[config.mk]
export PLATFORM = sky130hd
export DESIGN_NAME = spi_slave
export DESIGN_NICKNAME = d
export VERILOG_FILES = /design/src/rtl/spi_pkg.sv /design/src/rtl/spi_sync.sv /design/src/rtl/spi_slave.sv
export SDC_FILE = /design/constraint.sdc
export NUM_CORES = 1
export LEC_CHECK = 0
export ABC_AREA = 1
export CAP_MARGIN = 10
export CELL_PAD_IN_SITES_DETAIL_PLACEMENT = 1
export CELL_PAD_IN_SITES_GLOBAL_PLACEMENT = 2
export CORE_UTILIZATION = 38
export CTS_BUF_LIST = sky130_fd_sc_hd__clkbuf_8
export DETAILED_ROUTE_END_ITERATION = 10
export PLACE_DENSITY = 0.86
export RECOVER_POWER = 100
export SETUP_SLACK_MARGIN = 0.15
export SLEW_MARGIN = 30
export SYNTH_ARGS = -nofsm -noshare
export SYNTH_HDL_FRONTEND = slang
export SYNTH_SLANG_ARGS = --single-unit
[constraint.sdc]
create_clock -name Pclk -period 2.4 [get_ports Pclk]
set_input_delay 0.48 -clock Pclk [delete_from_list [all_inputs] [get_ports Pclk]]
set_output_delay 0.48 -clock Pclk [all_outputs]
set_load 0.005 [all_outputs]
[src/rtl/spi_pkg.sv]
// spi_pkg: shared types and constants for the SPI slave.
//   SPI_DATA_W  : bits per SPI word
//   spi_mode_t  : {cpol, cpha}, bit order matches the 2-bit mode input
//   spi_state_t : frame state (idle / active)
package spi_pkg;

  localparam int SPI_DATA_W = 8;

  typedef struct packed {
    logic cpol;
    logic cpha;
  } spi_mode_t;

  typedef enum logic {
    ST_IDLE   = 1'b0,
    ST_ACTIVE = 1'b1
  } spi_state_t;

endpackage

[src/rtl/spi_sync.sv]
// spi_sync: multi-flop synchronizer for one asynchronous input, with
// single-cycle edge pulses derived from the last stage.
//   i_clk, i_rst : clock, asynchronous active-high reset
//   i_d          : asynchronous input
//   o_q          : synchronized level
//   o_rise/o_fall: one-cycle pulses on synchronized edges
module spi_sync #(
  parameter int   SYNC_STAGES = 2,
  parameter logic RESET_VAL   = 1'b0
) (
  input  logic i_clk,
  input  logic i_rst,
  input  logic i_d,
  output logic o_q,
  output logic o_rise,
  output logic o_fall
);

  logic [SYNC_STAGES-1:0] r_chain;
  logic                   r_prev;

  always_ff @(posedge i_clk or posedge i_rst) begin
    if (i_rst) begin
      r_chain <= {SYNC_STAGES{RESET_VAL}};
      r_prev  <= RESET_VAL;
    end else begin
      r_chain <= {r_chain[SYNC_STAGES-2:0], i_d};
      r_prev  <= r_chain[SYNC_STAGES-1];
    end
  end

  assign o_q    = r_chain[SYNC_STAGES-1];
  assign o_rise = o_q & ~r_prev;
  assign o_fall = ~o_q & r_prev;

endmodule

[src/rtl/spi_slave.sv]
// spi_slave: SPI slave (modes 0-3, MSB first) oversampled by Pclk.
//   Pclk, Preset : system clock, asynchronous active-high reset
//   mode         : {CPOL, CPHA}, captured at cs fall
//   tx_data/tx_load/tx_ready : single-entry TX buffer write port
//   rx_data/rx_valid         : last received byte and its one-cycle strobe
//   underrun     : one-cycle pulse when a byte starts with empty TX buffer
//   busy         : frame in progress
//   cs, sclk, mosi, miso     : SPI pins (cs active-low)
module spi_slave
  import spi_pkg::*;
#(
  parameter int SYNC_STAGES = 2
) (
  input  logic                  Pclk,
  input  logic                  Preset,
  input  logic [1:0]            mode,
  input  logic [SPI_DATA_W-1:0] tx_data,
  input  logic                  tx_load,
  output logic                  tx_ready,
  output logic [SPI_DATA_W-1:0] rx_data,
  output logic                  rx_valid,
  output logic                  underrun,
  output logic                  busy,
  input  logic                  cs,
  input  logic                  sclk,
  input  logic                  mosi,
  output logic                  miso
);

  localparam int CNT_W = $clog2(SPI_DATA_W);

  logic w_sclk_rise, w_sclk_fall, w_unused_sclk_q;
  logic w_cs_q, w_cs_rise, w_cs_fall;
  logic w_mosi_q, w_unused_mosi_rise, w_unused_mosi_fall;

  spi_sync #(.SYNC_STAGES(SYNC_STAGES), .RESET_VAL(1'b0)) u_sync_sclk (
    .i_clk(Pclk), .i_rst(Preset), .i_d(sclk),
    .o_q(w_unused_sclk_q), .o_rise(w_sclk_rise), .o_fall(w_sclk_fall)
  );

  spi_sync #(.SYNC_STAGES(SYNC_STAGES), .RESET_VAL(1'b1)) u_sync_cs (
    .i_clk(Pclk), .i_rst(Preset), .i_d(cs),
    .o_q(w_cs_q), .o_rise(w_cs_rise), .o_fall(w_cs_fall)
  );

  spi_sync #(.SYNC_STAGES(SYNC_STAGES), .RESET_VAL(1'b0)) u_sync_mosi (
    .i_clk(Pclk), .i_rst(Preset), .i_d(mosi),
    .o_q(w_mosi_q), .o_rise(w_unused_mosi_rise), .o_fall(w_unused_mosi_fall)
  );

  spi_state_t            r_state;
  spi_mode_t             r_mode;
  logic [SPI_DATA_W-1:0] r_tx_buf;
  logic [SPI_DATA_W-1:0] r_tx_shift;
  logic [SPI_DATA_W-1:0] r_rx_shift;
  logic [SPI_DATA_W-1:0] r_rx_data;
  logic [CNT_W-1:0]      r_bit_cnt;
  logic                  r_tx_ready;
  logic                  r_miso;
  logic                  r_rx_valid;
  logic                  r_underrun;
  logic                  r_busy;
  logic                  r_skip;          // suppress next shift edge (bit7 already on miso)
  logic                  r_pend_underrun; // reload found buffer empty; report when next byte starts
  logic                  r_armed;
  logic [SYNC_STAGES-1:0] r_settle;

  logic                  w_active, w_lead, w_trail;
  logic                  w_enter, w_leave, w_sample, w_shift, w_byte_done;
  logic                  w_consume, w_accept;
  logic [SPI_DATA_W-1:0] w_load_byte;

  always_comb begin
    w_active    = (r_state == ST_ACTIVE);
    w_lead      = r_mode.cpol ? w_sclk_fall : w_sclk_rise;
    w_trail     = r_mode.cpol ? w_sclk_rise : w_sclk_fall;
    w_enter     = (r_state == ST_IDLE) & w_cs_fall & r_armed;
    w_leave     = w_active & w_cs_rise;
    w_sample    = w_active & ~w_cs_rise & (r_mode.cpha ? w_trail : w_lead);
    w_shift     = w_active & ~w_cs_rise & (r_mode.cpha ? w_lead : w_trail);
    w_byte_done = w_sample & (r_bit_cnt == CNT_W'(SPI_DATA_W - 1));
    w_consume   = w_enter | w_byte_done;
    w_accept    = tx_load & r_tx_ready;
    w_load_byte = r_tx_ready ? '1 : r_tx_buf;
  end

  always_ff @(posedge Pclk or posedge Preset) begin
    if (Preset) begin
      r_state         <= ST_IDLE;
      r_mode          <= '0;
      r_tx_buf        <= '0;
      r_tx_shift      <= '0;
      r_rx_shift      <= '0;
      r_rx_data       <= '0;
      r_bit_cnt       <= '0;
      r_tx_ready      <= 1'b1;
      r_miso          <= 1'b0;
      r_rx_valid      <= 1'b0;
      r_underrun      <= 1'b0;
      r_busy          <= 1'b0;
      r_skip          <= 1'b0;
      r_pend_underrun <= 1'b0;
      r_armed         <= 1'b0;
      r_settle        <= '0;
    end else begin
      r_rx_valid <= w_byte_done;
      r_underrun <= 1'b0;

      // The cs synchronizer comes out of reset reading "high"; only accept a
      // falling edge once the chain has flushed and a real high was observed,
      // so a cs held low across reset cannot restart the dropped frame.
      r_settle <= {r_settle[SYNC_STAGES-2:0], 1'b1};
      if (r_settle[SYNC_STAGES-1] && w_cs_q) begin
        r_armed <= 1'b1;
      end

      // TX buffer: a consume in the same cycle as an accept takes the old
      // (empty) contents and leaves the new byte buffered.
      if (w_accept) begin
        r_tx_buf <= tx_data;
      end
      if (w_consume) begin
        r_tx_ready <= ~w_accept;
      end else if (w_accept) begin
        r_tx_ready <= 1'b0;
      end

      if (w_enter) begin
        r_state         <= ST_ACTIVE;
        r_busy          <= 1'b1;
        r_mode          <= spi_mode_t'(mode);
        r_tx_shift      <= w_load_byte;
        r_miso          <= w_load_byte[SPI_DATA_W-1];
        r_bit_cnt       <= '0;
        r_skip          <= mode[0];
        r_underrun      <= r_tx_ready;
        r_pend_underrun <= 1'b0;
      end else if (w_leave) begin
        r_state         <= ST_IDLE;
        r_busy          <= 1'b0;
        r_miso          <= 1'b0;
        r_skip          <= 1'b0;
        r_pend_underrun <= 1'b0;
      end else if (w_active) begin
        if (w_lead && r_pend_underrun) begin
          r_underrun      <= 1'b1;
          r_pend_underrun <= 1'b0;
        end
        if (w_sample) begin
          r_rx_shift <= {r_rx_shift[SPI_DATA_W-2:0], w_mosi_q};
          r_bit_cnt  <= r_bit_cnt + 1'b1;
        end
        // Reload at the last sample edge puts the next bit7 on miso early;
        // the shift edge that follows is then skipped in both CPHA modes.
        if (w_byte_done) begin
          r_rx_data       <= {r_rx_shift[SPI_DATA_W-2:0], w_mosi_q};
          r_tx_shift      <= w_load_byte;
          r_miso          <= w_load_byte[SPI_DATA_W-1];
          r_skip          <= 1'b1;
          r_pend_underrun <= r_tx_ready;
        end else if (w_shift) begin
          if (r_skip) begin
            r_skip <= 1'b0;
          end else begin
            r_miso     <= r_tx_shift[SPI_DATA_W-2];
            r_tx_shift <= {r_tx_shift[SPI_DATA_W-2:0], 1'b0};
          end
        end
      end
    end
  end

  assign tx_ready = r_tx_ready;
  assign rx_data  = r_rx_data;
  assign rx_valid = r_rx_valid;
  assign underrun = r_underrun;
  assign busy     = r_busy;
  assign miso     = r_miso;

endmodule
==> results of run 1 <==
## metrics by stage
stage | cells | cell area, sq um | power (W)
6_report | 330 | 2648 | 0.002305
5_1_grt | 330 | 2648 | 0.002488
4_1_cts | 330 | 2665 | 0.002366
3_5_place_dp | 322 | 2582 | 0.001896
3_3_place_gp | 322 | 2582 | 0.001865
2_1_floorplan | 227 | 2225 | 0.001675
## cells in the final DEF, fill, tap and decap left out
| cell type | synthesis | routed |
|---|---|---|
| dfstp_2 | 4 | 2 |
| buf_12 | 0 | 1 |
| dlygate4sd3_1 | 0 | 16 |
| nand3b_1 | 4 | 4 |
| nand2_1 | 64 | 67 |
| o22ai_1 | 2 | 2 |
| nand3_4 | 2 | 2 |
| dfrtp_1 | 49 | 49 |
| nand4_1 | 2 | 2 |
| a21oi_1 | 2 | 2 |
| clkinv_2 | 0 | 2 |
| nand3_2 | 2 | 1 |
| o211ai_4 | 1 | 1 |
| inv_2 | 4 | 3 |
| a21oi_4 | 1 | 1 |
| nand2_2 | 3 | 1 |
| conb_1 | 1 | 1 |
| ha_1 | 2 | 2 |
| clkdlybuf4s50_1 | 0 | 12 |
| o21ai_1 | 7 | 1 |
| inv_1 | 21 | 23 |
| mux2_2 | 6 | 6 |
| nand3_1 | 22 | 23 |
| clkbuf_8 | 0 | 5 |
| nor2_1 | 8 | 8 |
| dfstp_1 | 0 | 2 |
| a21o_1 | 1 | 1 |
| o21ai_0 | 12 | 18 |
## Yosys cell counts
cell type / number / area (sq um)
o21ai_1: 7 / 35.03
nor2_1: 8 / 30.03
dfstp_2: 4 / 105.1
nand2_2: 3 / 18.77
o21ai_0: 12 / 60.06
conb_1: 1 / 3.750
dfrtp_1: 49 / 1226
a21oi_1: 2 / 10.01
o211ai_4: 1 / 21.27
nand2_1: 64 / 240.2
nand3_1: 22 / 110.1
inv_1: 21 / 78.83
clkbuf_1: 3 / 11.26
a21oi_4: 1 / 16.27
nand4_1: 2 / 12.51
o22ai_1: 2 / 12.51
ha_1: 2 / 25.02
a21o_1: 1 / 7.510
inv_2: 4 / 15.01
nand3_2: 2 / 20.02
nand3_4: 2 / 35.03
buf_2: 2 / 10.01
nand2_4: 1 / 11.26
mux2_2: 6 / 67.56
nand3b_1: 4 / 30.03
buf_6: 1 / 11.26
## kinds of logic after synthesis
family          share of synthesized area [%]
flops                                   59.84
simple gates                            22.83
other cells                            0.1686
compound gates                          7.312
mux                                     3.037
buf+inv                                 5.680
fa+ha+maj                               1.125
## state kept, by name, summed over array words and instances (netlist names), 3 cells and up
| register | flops |
|---|---|
| r_tx_buf | 8 |
| r_rx_shift | 7 |
| r_tx_shift | 7 |
| rx_data | 8 |
| r_bit_cnt | 3 |
## layer usage
layer / global-route usage (%) / up-vias / part of all wire [%]
met3: 3.721 / 4 / 2.4
met5: 0 / - / 0
met2: 26.78 / 17 / 47
met4: 5.556 / 0 / 0.84
li1: - / 782 / -
met1: 22.47 / 764 / 50
## area by class of cell
cell class	instances	area share (%)
Clock buffer	5	2.599
Clock inverter	3	0.5198
Inverter	25	3.544
Multi-Input combinational cell	143	28.31
Sequential cell	53	50.28
Tap cell	72	3.403
Timing Repair Buffer	29	11.34
## worst paths after layout
| kind | start | end | slack, ns | cells after the start |
|---|---|---|---|---|
| min in group asynchronous | Preset | rx_data[7] | 0.77 | 2 |
| max in group asynchronous | Preset | tx_ready | 0.91 | 3 |
| worst max-delay path | tx_ready | tx_ready | 0.28 | 1 |
| worst max register to register | u_sync_cs.r_chain[1] | miso | 0.47 | 7 |
| worst min register to register | u_sync_mosi.r_chain[0] | u_sync_mosi.r_chain[1] | 0.36 | 0 |
| worst min-delay path | u_sync_mosi.r_chain[0] | u_sync_mosi.r_chain[1] | 0.36 | 0 |
## power by group through the flow
| stage | sequential (W) | combinational [W] | clock [W] |
|---|---|---|---|
| finish | 0.00126 | 0.000573 | 0.000467 |
| global route | 0.00130 | 0.000667 | 0.000524 |
| CTS | 0.00127 | 0.000606 | 0.000485 |
| detailed placement | 0.00129 | 0.000603 | 0 |
| global placement | 0.00128 | 0.000584 | 0 |
| floorplan | 0.00123 | 0.000449 | 0 |
==> results.ini, run 1 <==
[outcome]
status=finished, final reports clean

[power]
internal_power_w=0.001575
combPwrFrac_pct=24.9
powerDensity_nw_per_um2=870.6
seqPwrFrac_pct=54.9
p_sw_w=0.0007304
power.clock.fraction_pct=20.3
p_leak_nw=1.347
switching_share_pct=31.69
peakVddDrop_uv=491.5

[sta]
whs_ns=0.3578
hold_viol_final=0
fin_ws_ns=0.2753
layout_min_cycle_time_ns=2.125
post-route-period-util_pct=88.53
grt_setup_unrepaired=no
tightest_slew_ns=0.7884
setup_viol=0
clock_skew_ns=0.007489
slew_headroom_pct=47.38
setup_tns_ns=0
max_freq_mhz=470.7
slew_violations=0

[setup_path]
crit_required_ns=1.92
path_buf_inv=1
worst_setup_path_start_kind=flip-flop
slowest_stage=dfstp_1
cp_max_fo=12
end_kind=output port
cpLargestDelayFamily=flip-flops
cp_cell_sequence=clkdlybuf4s50_1
crit_arrival_ns=1.64
critical_path_class=flip-flop to output port
max_stage_delay_ns=0.77

[clock_tree]
cts_resized=0
htreeDepth=2
ctsHoldBuffers=0
clock-sinks=53
post-cts-setup-buffers=0
cts_tree=done
root_buffer=clkbuf_8
numCtsBuffers=5
path_clk_slew_ns=0.09
clock_latency_ns=0.29
cts_buffer_depth=2

[floorplanning]
coreArea_sq_um=5574
start_util_pct=39.91
die_w_microns=78.52
die_h_microns=78.52
ios=29
die-area_sq_um=6165
rows=27

[drt]
drcViolationCount=0
first_iter_violations=86
wire_per_inst_microns=13.71
vias_per_cell=4.748
via_count=1567
first_pass_iters=4
wl_mm=4.523
detail-route-antenna-nets=0

[synthesis]
synth.ff_latch_count=53
yosys_warnings=0
syn-num-nets=245
synth_seq_area_share_pct=59.84
synth_area_sq_um=2225
synth_cells=227
syn_avg_cell_area_sq_um=9.800
yosysUniqueCellTypes=26

[placement]
port_buffers=28
gp_congestion=0.7247
dp_slack_ns=0.5958
place_hpwl_mm=3.295

[layout]
diodes=0
multiInputGateArea_sq_um=749.5
n_fill_cell=641
seqCellArea_sq_um=1331
layout-drive-gt1-share_pct=9.690
syn2layout_area_growth_pct=19.01
final_core_util_pct=47.50
final_nets=275

[global_routing]
gr-total-overflow=0
grt_max_degree=35
grt_pass1_vias=1627
grt_pass1_wl_mm=7.838
antenna_found_initial=0
grt_usage_pct=16.76

[min_path]
min_path_type=flip-flop to flip-flop

[flow_run]
maxCapViolCount=0

Power figures use the tool's default switching activity.
==> run 2: changes to the inputs <==
Settings changed: ABC_CLOCK_PERIOD_IN_PS from default to 2400, CELL_PAD_IN_SITES_DETAIL_PLACEMENT 1 to 0, CELL_PAD_IN_SITES_GLOBAL_PLACEMENT 2 to 1, CORE_UTILIZATION 38 to 40, PLACE_DENSITY 0.86 to 0.75.
==> run 2 against run 1 <==
Clock skew down 0.0026 ns. Largest power group unchanged. Worst hold slack worse by 0.0031 ns. Critical path depth unchanged.
==> results.ini, run 2 (synthesis gave the netlist of run 1 again) <==
[outcome]
status=finished, final reports clean

[layout]
n_fill_cell=515  ; -20%
mostFrequentLayoutCell=nand2_1
layout-drive-gt1-share_pct=9.690  ; unchanged
layout_common_cells=nand2_1, dfrtp_1, inv_1, nand3_1
syn2layout_area_growth_pct=19.12  ; about the same
final_core_util_pct=50.60  ; +3.1 points
seqCellArea_sq_um=1331  ; unchanged
multiInputGateArea_sq_um=749.5  ; unchanged
finalNonFillerCells=328  ; -0.61%
diodes=0  ; unchanged
final_nets=275  ; unchanged

[placement]
post-place-cells=320  ; -0.62%
port_buffers=28  ; unchanged
gp_congestion=0.7659  ; +5.7%
place_hpwl_mm=2.767  ; -16%
dp_slack_ns=0.6770  ; +0.08122 ns

[global_routing]
grt.busiest_layer=met2
grt_util_met3_pct=3.952  ; +0.23 points
antenna_found_initial=0  ; unchanged
grt_max_degree=33  ; -5.7%
gr-usage-met1_pct=21.12  ; -1.4 points
grt_pass1_vias=1496  ; -8.1%
grtUsageMet2_pct=22.97  ; -3.8 points
grt_pass1_wl_mm=7.003  ; -11%
gr-total-overflow=0  ; unchanged
grt_usage_pct=15.42  ; -1.3 points

[power]
combPwrFrac_pct=24.2  ; -0.7 points
p_leak_nw=1.339  ; -0.60%
p_sw_w=0.0007299  ; about the same
switching_share_pct=31.63  ; -0.057 points
peakVddDrop_uv=360.2  ; -27%
seqPwrFrac_pct=54.5  ; -0.4 points
internal_power_w=0.001578  ; +0.20%
power.clock.fraction_pct=21.3  ; +1.0 points
powerDensity_nw_per_um2=870.8  ; about the same

[sta]
slew_headroom_pct=42.18  ; -5.2 points
whs_ns=0.3547  ; -0.003062 ns
setup_tns_ns=0  ; unchanged
max_freq_mhz=467.1  ; -0.75%
tightest_slew_ns=0.8664  ; +0.07794 ns
hold_viol_final=0  ; unchanged
layout_min_cycle_time_ns=2.141  ; +0.01600 ns
clock_skew_ns=0.004896  ; -0.002593 ns
slew_violations=0  ; unchanged
post-route-period-util_pct=89.19  ; +0.67 points
setup_viol=0  ; unchanged
grt_setup_unrepaired=no
fin_ws_ns=0.2593  ; -0.01600 ns

[clock_tree]
path_clk_slew_ns=0.09  ; about the same
cts_tree=done
clock-sinks=53  ; unchanged
numCtsBuffers=5  ; unchanged
post-cts-setup-buffers=0  ; unchanged
root_buffer=clkbuf_8
clock_latency_ns=0.30  ; about the same
cts_buffer_depth=2  ; unchanged
cts_resized=0  ; unchanged
ctsHoldBuffers=0  ; unchanged
htreeDepth=2  ; unchanged

[flow_run]
maxCapViolCount=0  ; unchanged

[floorplanning]
coreArea_sq_um=5238  ; -6.0%
die_h_microns=76.58  ; -2.5%
ios=29  ; unchanged
die-area_sq_um=5864  ; -4.9%
rows=26  ; -3.7%
die_w_microns=76.58  ; -2.5%
start_util_pct=42.47  ; +2.6 points

[setup_path]
path_buf_inv=1  ; unchanged
crit_required_ns=1.92  ; about the same
slowest_stage=dfstp_1
critical_path_class=flip-flop to output port
end_kind=output port
max_stage_delay_ns=0.78  ; about the same
cp_max_fo=12  ; unchanged
worst_setup_path_start_kind=flip-flop
cpLargestDelayFamily=flip-flops
cp_cell_sequence=clkdlybuf4s50_1
crit_arrival_ns=1.66  ; +0.02 ns

[drt]
wire_per_inst_microns=12.24  ; -11%
via_count=1528  ; -2.5%
detail-route-antenna-nets=0  ; unchanged
vias_per_cell=4.659  ; -1.9%
first_pass_iters=4  ; unchanged
drcViolationCount=0  ; unchanged
wl_mm=4.016  ; -11%
first_iter_violations=84  ; -2.3%

[min_path]
min_path_type=flip-flop to flip-flop

## run 2: path summary, 6_finish.rpt
| check | slack [ns] | endpoint | depth (start not counted) | start |
|---|---|---|---|---|
| max | 0.26 | tx_ready | 1 | tx_ready |
| min | 0.35 | u_sync_sclk.r_chain[1] | 0 | u_sync_sclk.r_chain[0] |
| max reg2reg | 0.49 | miso | 7 | u_sync_cs.r_chain[1] |
| min reg2reg | 0.35 | u_sync_sclk.r_chain[1] | 0 | u_sync_sclk.r_chain[0] |
| max in group asynchronous | 0.89 | tx_ready | 3 | Preset |
| min in group asynchronous | 0.78 | rx_data[4] | 2 | Preset |
## run 2: stage by stage
stage | total power, W | area [sq um]
after detailed placement | 0.001863 | 2580
after global routing | 0.002488 | 2650
after global placement | 0.001856 | 2580
after floorplan | 0.001675 | 2225
after CTS | 0.002369 | 2668
final | 0.002308 | 2650
## run 2: layout make-up
type | count | area share [%]
multi-input cells | 143 | 28.28
clock inverters | 3 | 0.7082
well taps | 70 | 3.305
clock buffers | 5 | 2.597
repair buffers | 29 | 11.33
flip-flops and latches | 53 | 50.24
inverters | 25 | 3.541
## run 2: metal layers
metal,up-vias,part of all wire (%)
met3,7,3.3
met4,0,1.6
met2,22,45
li1,792,-
met5,-,0
met1,707,50
## run 2: power by group through the flow
| stage | combinational (W) | sequential [W] | clock (W) |
|---|---|---|---|
| finish | 0.000559 | 0.00126 | 0.000491 |
| global route | 0.000646 | 0.00129 | 0.000552 |
| CTS | 0.000587 | 0.00126 | 0.000519 |
| detailed placement | 0.000582 | 0.00128 | 0 |
| global placement | 0.000578 | 0.00128 | 0 |
| floorplan | 0.000449 | 0.00123 | 0 |
==> patch 1: new RTL, flow settings as in run 2 <==
`SPI_DATA_W`: 8 -> 32.
--- a/src/rtl/spi_pkg.sv
+++ b/src/rtl/spi_pkg.sv
@@ -6,3 +6,3 @@
 
-  localparam int SPI_DATA_W = 8;
+  localparam int SPI_DATA_W = 32;
 
Interface: changed (resized rx_data and tx_data); port bits go from 29 to 77. The function was not compared with the original's and may differ.
==> patch 1 against run 2 <==
  * Routed wire length rose to 3.0 times the old value
  * Sequential power grew to 2.7 times the old value
  * Clock skew rose by 0.0059 ns
  * Synthesized cell count rose to 2.8 times the old value
  * Sequential cell count up 98
  * Die area grew to 2.8 times the old value
  * Worst setup slack gained 0.022 ns
  * Power increased to 3.0 times the old value
  * Area after synthesis grew to 2.8 times the old value
  * Design area grew to 2.9 times the old value
  * Core utilization shrank 0.95 points
  * Critical path type is now flip-flop to flip-flop
  * Largest cell class unchanged
  * Largest power group unchanged
==> patch 1: results (changes against run 2) <==
| Parameter | Reported | Delta |
|---|---|---|
| Count of filler cells inserted in the layout | 1,429 | was 515 |
| Placed cells | 907 | was 320 |
| Non-Clock Buffer Area Fraction | 11.51% | was 11.33% |
| Multi-input gate share of the layout cell area | 26.29% | was 28.28% |
| Met1 GRT Util | 20.15% | was 21.12% |
| Routing usage on met3 | 6.114% | was 3.952% |
| Fraction of synthesized area in multiplexers | 5.744% | was 3.037% |
| Clock-cell share of area | 4.988% | was 3.305% |
| Via count of the first global-routing pass | 4,509 | was 1,496 |
| Cell internal power dissipation | 4.716 mW | was 1.578 mW |
| Grt met2 use | 26.66% | was 22.97% |
| Total routed wire length on the met1 layer | 5.537 mm | was 2.026 mm |
| Worst slew slack as a fraction of its limit | 30.52% | was 42.18% |
| Number of nets in the finished design | 757 | was 275 |
| Reported sequential group power | 3.42 mW | was 1.26 mW |
| First drt pass iteration count | 5 | was 4 |
| Met2 routed WL | 5.559 mm | was 1.788 mm |
| Post-Route WL | 11.87 mm | was 4.016 mm |
| Average detailed-routed wire length per instance | 12.64 µm | was 12.24 µm |
| Part of the Yosys area used for sequential elements | 60.31% | was 59.84% |
| All-layer global routing usage | 16.38% | was 15.42% |
| First-pass GRT wire length | 20.98 mm | was 7.003 mm |
| Synth cell types | 24 | was 26 |
| Synthesized Nets | 688 | was 245 |
| Reported clock group power | 1.84 mW | was 491 µW |
| Total via count after detailed routing | 4,441 | was 1,528 |
| Run status | completed | unchanged |
| Count of inverters not on the clock network in the layout | 76 | was 25 |
==> patch 1: cell count changes after synthesis, sizes merged, moves of 3 or more <==
cell	change
dfrtp	+98
o21ai	+82
nand3	+55
nand2	+53
inv	+51
nor2	+27
mux2	+26
buf	+22
clkbuf	+9
nand3b	-4
a21oi	-3
==> patch 1: worst paths after layout <==
path	slack [ns]	end	from
max in group asynchronous	0.86	rx_data[5]$_DFFE_PP0P_	Preset
min in group asynchronous	0.86	r_tx_buf[27]$_DFFE_PP0P_	Preset
min reg2reg	0.35	u_sync_mosi.r_chain[1]$_DFF_PP0_	u_sync_mosi.r_chain[0]$_DFF_PP0_
min	0.35	u_sync_mosi.r_chain[1]$_DFF_PP0_	u_sync_mosi.r_chain[0]$_DFF_PP0_
max	0.28	r_tx_shift[20]$_DFFE_PP0P_	r_bit_cnt[0]$_DFFE_PP0P_
max reg2reg	0.28	r_tx_shift[20]$_DFFE_PP0P_	r_bit_cnt[0]$_DFFE_PP0P_
==> patch 1: worst reg2reg max path, stage by stage, from the launching register on <==
cell                       delay (ns)
sky130_fd_sc_hd__dfrtp_1         0.41
sky130_fd_sc_hd__ha_1            0.22
sky130_fd_sc_hd__nand2_1         0.09
sky130_fd_sc_hd__nor2_1          0.05
sky130_fd_sc_hd__ha_1            0.22
sky130_fd_sc_hd__nand3_4         0.13
sky130_fd_sc_hd__nand3_4         0.25
sky130_fd_sc_hd__clkbuf_4        0.37
sky130_fd_sc_hd__nand3_1         0.14
sky130_fd_sc_hd__o21ai_0         0.10
==> patch 1: cell families after synthesis <==
logic type	after synthesis
and+or+nand+nor	241
DFF	151
buffers and inverters	113
AOI/OAI and AO/OA	105
muxes	32
adders and majority gates	2
other	1
xor gates and xnor gates	1
==> patch 2: new RTL, config.mk and constraints of run 2 <==
Made on the original files. Put one more register stage on the output `underrun`. The value now appears one clock later. The other outputs are not delayed to match. Comments in the files are not updated.
--- a/src/rtl/spi_slave.sv
+++ b/src/rtl/spi_slave.sv
@@ -175,3 +175,5 @@
   assign rx_valid = r_rx_valid;
-  assign underrun = r_underrun;
+  always_ff @(posedge Pclk) begin
+    underrun <= r_underrun;
+  end
   assign busy     = r_busy;
Formal check against the unedited RTL: not equivalent (a bounded check fails within 10 cycles, from zero or initial values and one cycle with Preset high).
==> patch 2 against run 2 <==
  * Maximum frequency is 1.3% higher
  * Combinational power hardly changed
  * Sequential share of layout area is 0.68 points higher
  * Design area is 0.14% higher
  * Sequential cell count is 1 higher
  * Area after synthesis is 0.90% higher
  * Core utilization is 0.24 points lower
  * Power is 1.4% higher
  * Routed wire length is 4.6% higher
  * Clock power is 1% higher
  * Worst setup slack better by 0.027 ns
  * Critical path type unchanged
  * Largest cell class unchanged
  * Largest power group unchanged
  * Highest routed layer unchanged
==> patch 2: results (changes against run 2) <==
| Parameter | Reported | Delta |
|---|---|---|
| Worst slack, placed | 0.6777 ns | was 0.6770 ns |
| Share of flip-flops with an asynchronous set or reset | 98.15% | was 100.0% |
| Routing usage on met3 | 3.810% | was 3.952% |
| Top fanout value on the critical path | 12 | unchanged |
| Level count of the clock H-tree | 2 | unchanged |
| Arrival @ worst endpoint | 1.63 ns | was 1.66 ns |
| Pin count of the biggest net entering global routing | 54 | was 33 |
| Max stage delay on crit path | 0.75 ns | was 0.78 ns |
| Worst slew slack as a fraction of its limit | 14.40% | was 42.18% |
| Uppermost metal layer occupied by signal nets | met4 | unchanged |
| Number of antenna violations at the first check in global routing | 0 | unchanged |
| Ratio of cells with drive above 1 in the final layout | 9.653% | was 9.690% |
| Area fraction in compound gates after synthesis | 7.246% | was 7.312% |
| Total routed wire length on the met1 layer | 2.141 mm | was 2.026 mm |
| Synthesized Nets | 246 | was 245 |
| Met1 GRT Util | 20.97% | was 21.12% |
| Worst setup skew after layout | 0.006936 ns | was 0.004896 ns |
| Post-synth top cells | 64 x sky130_fd_sc_hd__nand2_1, 49 x sky130_fd_sc_hd__dfrtp_1, 22 x sky130_fd_sc_hd__nand3_1 | unchanged |
| All-layer global routing usage | 15.87% | was 15.42% |
| Wire length on met3 | 128 µm | was 134 µm |
| Number of nets in the finished design | 276 | was 275 |
| Part of the Yosys area used for sequential elements | 60.20% | was 59.84% |
| Max VDD drop | 378.8 µV | was 360.2 µV |
| Share of synthesized cell area in full adder, half adder and majority cells | 1.115% | was 1.125% |
| Post-Route WL | 4.200 mm | was 4.016 mm |
| # port buffers | 28 | unchanged |
| Count of filler cells inserted in the layout | 522 | was 515 |
| HPWL after DPL | 2.907 mm | was 2.767 mm |
| Cts bufs inserted | 5 | unchanged |
| Run status | completed | unchanged |
| Top cells by area in the synthesized netlist | sky130_fd_sc_hd__dfrtp_1 55%, sky130_fd_sc_hd__nand2_1 11%, sky130_fd_sc_hd__nand3_1 4.9% | unchanged |
| Fraction of synthesized area in multiplexers | 3.010% | was 3.037% |
| Primary FF master, synth | sky130_fd_sc_hd__dfrtp_1 | unchanged |
| Grt met2 use | 24.55% | was 22.97% |
| Leakage power figure | 1.346 nW | was 1.339 nW |
| First-pass GRT wire length | 7.265 mm | was 7.003 mm |
| Synth cell types | 27 | was 26 |
| Starting DRC count in detailed routing | 50 | was 84 |
| Met2 routed WL | 1.858 mm | was 1.788 mm |
| Total via count after detailed routing | 1,546 | was 1,528 |
| Via count of the first global-routing pass | 1,604 | was 1,496 |
| Global placer's final weighted congestion | 0.7607 | was 0.7659 |
==> patch 2: power by group <==
group,total [mW],switching (mW),internal (mW)
Combinational,0.561,0.306,0.255
Clock,0.497,0.295,0.202
Sequential,1.28,0.144,1.14
==> patch 2: cell type report <==
type	count	area [µm²]	share of cell area (%)
Tap cell	70	87.58	3.300
Clock buffer	5	68.82	2.593
Inverter	25	93.84	3.536
Clock inverter	3	17.52	0.6601
Timing Repair Buffer	29	285.3	10.75
Sequential cell	54	1351	50.92
Multi-Input combinational cell	143	749.5	28.24
==> patch 2: cell families (layout without fill, tap and decap cells) <==
| logic type | after synthesis | in the layout |
|---|---|---|
| AOI/OAI and AO/OA | 26 | 26 |
| adders and majority gates | 2 | 2 |
| buffers and inverters | 31 | 62 |
| DFF | 54 | 54 |
| muxes | 6 | 6 |
| other | 1 | 1 |
| and+or+nand+nor | 108 | 108 |
==> patch 2: worst paths after layout <==
path | startpoint | endpoint | slack, ns | cells past startpoint
hold reg to reg | r_underrun$_DFF_PP0_ | underrun$_DFF_P_ | 0.36 | 0
hold / removal | r_underrun$_DFF_PP0_ | underrun$_DFF_P_ | 0.36 | 0
setup / recovery | tx_ready$_DFFE_PP1P_ | tx_ready | 0.29 | 1
max in group asynchronous | Preset | r_mode[1]$_DFFE_PP0P_ | 0.59 | 3
setup reg to reg | u_sync_cs.r_chain[1]$_DFF_PP1_ | r_tx_shift[6]$_DFFE_PP0P_ | 0.47 | 7
min in group asynchronous | Preset | r_rx_shift[6]$_DFFE_PP0P_ | 1.04 | 3
==> patch 2: through the flow <==
stage / cell area, µm² / cells
6_report: 2654 / 329
5_1_grt: 2654 / 329
4_1_cts: 2686 / 329
3_5_place_dp: 2600 / 321
3_3_place_gp: 2600 / 321
2_1_floorplan: 2245 / 228
